## config.mk

```make
export PLATFORM = sky130hd
export DESIGN_NAME = dp_controller
export DESIGN_NICKNAME = d
export VERILOG_FILES = /design/src/rtl/dp_controller.sv
export SDC_FILE = /design/constraint.sdc
export NUM_CORES = 1
export LEC_CHECK = 0
export ABC_AREA = 1
export ABC_CLOCK_PERIOD_IN_PS = 1900
export CAP_MARGIN = 20
export CORE_MARGIN = 4
export CORE_UTILIZATION = 37
export DETAILED_ROUTE_END_ITERATION = 12
export PLACE_DENSITY = 0.94
export SLEW_MARGIN = 10
export SYNTH_ARGS = -nofsm -noshare
export SYNTH_HDL_FRONTEND = slang
export SYNTH_SLANG_ARGS = --single-unit
export TNS_END_PERCENT = 30
```

## constraint.sdc

```tcl
create_clock -name clk -period 1.9 [get_ports clk]
set_input_delay 0.19 -clock clk [delete_from_list [all_inputs] [get_ports clk]]
set_output_delay 0.19 -clock clk [all_outputs]
set_load 0.005 [all_outputs]
```

## src/rtl/dp_controller.sv

```systemverilog
// dp_controller: multi-cycle control FSM for ARM32 data-processing ops.
// Optional macro COND_EXEC_EN enables the full ARM condition table.
module dp_controller #(
  parameter int ALU_OP_W = 3
) (
  input  logic                clk,
  input  logic                rst_n,
  input  logic [31:0]         instr,
  input  logic                instr_valid,
  output logic                instr_ready,
  input  logic [31:0]         status_in,
  output logic [3:0]          A_addr,
  output logic [3:0]          B_addr,
  output logic [3:0]          shift_addr,
  output logic [3:0]          w_addr,
  output logic                en_A,
  output logic                en_B,
  output logic                en_S,
  output logic                en_C,
  output logic                en_status,
  output logic                w_en,
  output logic                sel_A,
  output logic                sel_B,
  output logic                sel_shift,
  output logic                wb_sel,
  output logic [1:0]          shift_op,
  output logic [31:0]         shift_imme,
  output logic [31:0]         imme_data,
  output logic [ALU_OP_W-1:0] ALU_op,
  output logic                done,
  output logic                skipped,
  output logic                illegal
);

  typedef enum logic [1:0] {
    IDLE, LOAD, EXEC, WB
  } state_e;

  state_e      state_q, state_d;
  logic [31:0] ir_q, ir_d;

  logic                legal;
  logic                is_cmp;
  logic                is_mov;
  logic                cond_ok;
  logic                skip;
  logic [ALU_OP_W-1:0] alu_dec;
  logic [63:0]         rot;

  // opcode decode to ALU select and legality
  always_comb begin
    legal   = 1'b1;
    alu_dec = '0;
    unique case (ir_q[24:21])
      4'b0000: alu_dec = ALU_OP_W'(3'b010);
      4'b0001: alu_dec = ALU_OP_W'(3'b100);
      4'b0010: alu_dec = ALU_OP_W'(3'b001);
      4'b0100: alu_dec = ALU_OP_W'(3'b000);
      4'b1010: alu_dec = ALU_OP_W'(3'b111);
      4'b1100: alu_dec = ALU_OP_W'(3'b011);
      4'b1101: alu_dec = ALU_OP_W'(3'b101);
      4'b1111: alu_dec = ALU_OP_W'(3'b110);
      default: legal   = 1'b0;
    endcase
    if (ir_q[27:26] != 2'b00) legal = 1'b0;
  end

  assign is_cmp = (ir_q[24:21] == 4'b1010);
  assign is_mov = (ir_q[24:21] == 4'b1101)
                | (ir_q[24:21] == 4'b1111);

`ifdef COND_EXEC_EN
  logic n_f, z_f, c_f, v_f;
  logic unused_status;
  assign {n_f, z_f, c_f, v_f} = status_in[31:28];
  assign unused_status = ^status_in[27:0];

  // ARM condition evaluation against live NZCV
  always_comb begin
    cond_ok = 1'b0;
    unique case (ir_q[31:28])
      4'h0: cond_ok = z_f;
      4'h1: cond_ok = ~z_f;
      4'h2: cond_ok = c_f;
      4'h3: cond_ok = ~c_f;
      4'h4: cond_ok = n_f;
      4'h5: cond_ok = ~n_f;
      4'h6: cond_ok = v_f;
      4'h7: cond_ok = ~v_f;
      4'h8: cond_ok = c_f & ~z_f;
      4'h9: cond_ok = ~c_f | z_f;
      4'hA: cond_ok = (n_f == v_f);
      4'hB: cond_ok = (n_f != v_f);
      4'hC: cond_ok = ~z_f & (n_f == v_f);
      4'hD: cond_ok = z_f | (n_f != v_f);
      4'hE: cond_ok = 1'b1;
      4'hF: cond_ok = 1'b0;
    endcase
  end
`else
  logic unused_status;
  assign unused_status = ^{status_in, ir_q[31:28]};
  assign cond_ok = 1'b1;
`endif

  assign skip = ~legal | ~cond_ok;
  assign rot  = {24'd0, ir_q[7:0], 24'd0, ir_q[7:0]}
              >> {ir_q[11:8], 1'b0};

  // state and instruction register
  always_ff @(posedge clk or negedge rst_n) begin
    if (!rst_n) begin
      state_q <= IDLE;
      ir_q    <= '0;
    end else begin
      state_q <= state_d;
      ir_q    <= ir_d;
    end
  end

  // next state; IR loads only on handshake
  always_comb begin
    state_d = state_q;
    ir_d    = ir_q;
    unique case (state_q)
      IDLE: if (instr_valid) begin
        state_d = LOAD;
        ir_d    = instr;
      end
      LOAD: state_d = skip ? IDLE : EXEC;
      EXEC: state_d = WB;
      WB:   state_d = IDLE;
    endcase
  end

  // outputs from state and IR
  always_comb begin
    instr_ready = 1'b0;
    A_addr      = '0;
    B_addr      = '0;
    shift_addr  = '0;
    w_addr      = '0;
    sel_A       = 1'b0;
    sel_B       = 1'b0;
    sel_shift   = 1'b0;
    wb_sel      = 1'b0;
    shift_op    = '0;
    shift_imme  = '0;
    imme_data   = '0;
    ALU_op      = '0;
    en_A        = 1'b0;
    en_B        = 1'b0;
    en_S        = 1'b0;
    en_C        = 1'b0;
    en_status   = 1'b0;
    w_en        = 1'b0;
    done        = 1'b0;
    skipped     = 1'b0;
    illegal     = 1'b0;
    if (state_q != IDLE) begin
      A_addr     = ir_q[19:16];
      B_addr     = ir_q[3:0];
      shift_addr = ir_q[11:8];
      w_addr     = ir_q[15:12];
      sel_A      = is_mov;
      sel_B      = ir_q[25];
      sel_shift  = ~ir_q[25] & ir_q[4];
      shift_op   = ir_q[6:5];
      shift_imme = {27'd0, ir_q[11:7]};
      imme_data  = rot[31:0];
      ALU_op     = alu_dec;
    end
    unique case (state_q)
      IDLE: instr_ready = 1'b1;
      LOAD: if (skip) begin
        done    = 1'b1;
        skipped = 1'b1;
        illegal = ~legal;
      end else begin
        en_A = 1'b1;
        en_B = 1'b1;
        en_S = 1'b1;
      end
      EXEC: begin
        en_C      = 1'b1;
        en_status = ir_q[20] | is_cmp;
      end
      WB: begin
        w_en = ~is_cmp;
        done = 1'b1;
      end
    endcase
  end

endmodule
```

==> reports/qor.txt, run 1 <==
status: finished with violations
failing checks: negative setup slack
Post-synth top flop: dfrtp_1
Overall Power: 5.57 mW
global-route wire length before repair: 10.6 mm
most used cell, CP: nand2_1
Place WS: -0.0735 ns
largest net degree at the start of global routing: 31
register area share after synthesis: 0.339
drt initial violations: 81
hold-fix buffer count after cts: 0
power per cell area: 1580 nW/um^2
fillers: 516
crit start category: flip-flop
post-route clock period utilization: 1.08
GP Congestion: 0.915
Die Footprint: 7290 sq um
Final Hold Fails: 0
initial core utilization: 0.393
Synth Warn #: 0
Vias per Instance: 4.67
Static Leakage: 1.95 nW
Core Area: 5640 sq um
CTS Buf Count: 5
I/O Pins: 166
initial antenna violation count: 0
CTS root buf: clkbuf_8
Remaining DRCs: 0
top cells by area, synth: dfrtp_1 (34%), nor2_1 (12%), buf_4 (12%)
DPL Wire Length: 5.25 mm
GRT Util Overall: 0.176
vias: 2,445
Yosys reg bits: 30
Non-Filler Instances: 523
die width: 85.4 um
Antenna Cells: 0
syn_area_per_cell: 6.67 sq um
synthesized instance count: 332
most frequent cells in the layout: nor2_1 (64), clkdlybuf4s50_1 (60), nand2_1 (44)
dpl cells: 504
min-delay worst type: in2async
area leader, netlist: dfrtp_1
Final min period: 2.06 ns
Crit path max-delay family: buffers and inverters
synth unique cells: 25
unrepaired setup endpoints after global routing: true
final setup fails: 7
layout cells sized above 1: 0.202
CTS tree: yes
CP Max Fanout: 8
Max-Cap Viols: 0
Critical path buffers and inverters: 3
Req. time, crit path: 1.71 ns
asr flop ratio synth: 1.00
clock transition at the registers of the reported paths: 0.06 ns
Setup crit end kind: primary output
Slew Limit Fails: 0
Die Ht: 85.4 um
worst-path cell chain: buf_4 > o21ai_4 > nand3_1 > nand2_1 > nand2_1 > inv_1 > clkdlybuf4s50_1
FP Rows: 27
critical setup path kind: reg2out
Max Clk Rate: 0.486 GHz
Max VDD drop: 1.05 mV
DRT Pass-1 Iters: 4
Setup WS post-layout: -0.159 ns
largest stage delay on the critical path: 0.49 ns
DR WL/cell: 13.0 um
Final Net Count: 517
Setup Skew: 0.00303 ns
Clock Path Buffers: 2
Syn Std Cell Area: 2210 sq um
post-route ant nets: 0
Sequential Area: 753 sq um
vias in the first global route: 2,289
most common cell after layout, fill and taps aside: nor2_1
GRT overflow: 0
H-Tree Level Count: 2
multi-input logic area: 1190 sq um
EDFF count, synth: 0
Area Overhead vs Synth: 58.9%
share of Yosys cell area claimed by the top area cell type: 0.339
final wirelength: 6.82 mm
crit path max-delay cell type: clkdlybuf4s50_1
Clock Sink Count: 30
crit path DAT: 1.87 ns
Clk Latency, worst-skew pair: 0.27 ns
IO buf count: 101
==> routing by layer <==
layer,part of all wire,track usage,vias to the layer above
met1,0.38,0.194,1113
met3,0.098,0.0602,8
met4,0.011,0.0432,0
met2,0.51,0.322,105
li1,-,-,1219
met5,0,0,-
==> cell usage after synthesis (2+ instances only) <==
| cell type | number |
|---|---|
| nand3_1 | 21 |
| buf_6 | 3 |
| or2_2 | 2 |
| dfrtp_1 | 30 |
| buf_4 | 35 |
| nand2_1 | 52 |
| o21ai_0 | 12 |
| inv_1 | 38 |
| clkbuf_1 | 4 |
| a22oi_1 | 4 |
| nor3_1 | 2 |
| nand4_1 | 4 |
| buf_2 | 6 |
| mux2_2 | 4 |
| nor2_1 | 73 |
| o22ai_1 | 2 |
| a21oi_1 | 32 |
==> layout make-up <==
| type | count | area share |
|---|---|---|
| timing repair buffer | 133 | 0.353 |
| multi-input combinational | 241 | 0.338 |
| sequential | 30 | 0.214 |
| inverter | 39 | 0.0434 |
| tap | 72 | 0.0256 |
| clock buffer | 7 | 0.0245 |
| clock inverter | 1 | 0.00142 |
==> sequential cells by signal, summed over array words and instances (netlist names), named ones only <==
register / flops
ir_q: 28
state_q: 1
==> worst reg2reg max path, delay by kind of cell (launching register included) <==
kind                   cells  cell delay (ns)
DFF                        1             0.41
and+or+nand+nor            3             0.51
buffers and inverters      2             0.45
AOI/OAI and AO/OA          1             0.05
==> metrics by stage <==
stage	util	instance area [sq um]	hold WS, ns	TNS (ns)
CTS	0.596	3360	0.321	-1.77
finish	0.624	3520	0.310	-0.803
floorplan	-	2320	-0.106	0
detailed placement	0.572	3230	0.503	-0.169
global route	0.624	3520	0.344	-2.07
global placement	0.572	3230	0.488	-0.181
==> cell families after synthesis <==
group / Yosys count / synth area share
AO/OA/AOI/OAI: 52 / 0.125
buffers and inverters: 88 / 0.222
flip-flops: 30 / 0.339
multiplexers: 4 / 0.0203
other: 1 / 0.00169
AND/OR/NAND/NOR: 157 / 0.292
==> path summary, 6_finish.rpt <==
check,from,to,slack (ns),depth (start not counted)
setup / recovery,ir_q[8],imme_data[20],-0.16,7
hold / removal,rst_n,ir_q[20],0.31,2
setup reg to reg,flip-flop,ir_q[18],0.38,6
hold reg to reg,ir_q[26],ir_q[26],0.51,1
max in group asynchronous,rst_n,ir_q[8],1.28,2
min in group clk,instr[22],ir_q[22],0.49,3
==> report_power, final <==
group          switching (mW)  internal, mW
clock network           0.224         0.292
logic                    2.01          1.90
registers               0.218         0.939
==> what timing repair did <==
item	in CTS	in global routing
buffers inserted	2	9
endpoints found under the hold margin	0	0
resized for setup	61	47
endpoints found under the setup margin	53	52
pin swaps	2	5
Note: power is estimated with default switching activity, not from simulation.
==> run 2, diff against run 1 <==
--- a/config.mk
+++ b/config.mk
@@ -12,7 +12,6 @@
 export CORE_UTILIZATION = 37
 export DETAILED_ROUTE_END_ITERATION = 12
 export PLACE_DENSITY = 0.94
-export SLEW_MARGIN = 10
 export SYNTH_ARGS = -nofsm -noshare
 export SYNTH_HDL_FRONTEND = slang
 export SYNTH_SLANG_ARGS = --single-unit
==> results of run 2 <==
Final layout, timing and power as in run 1 (identical DEF).
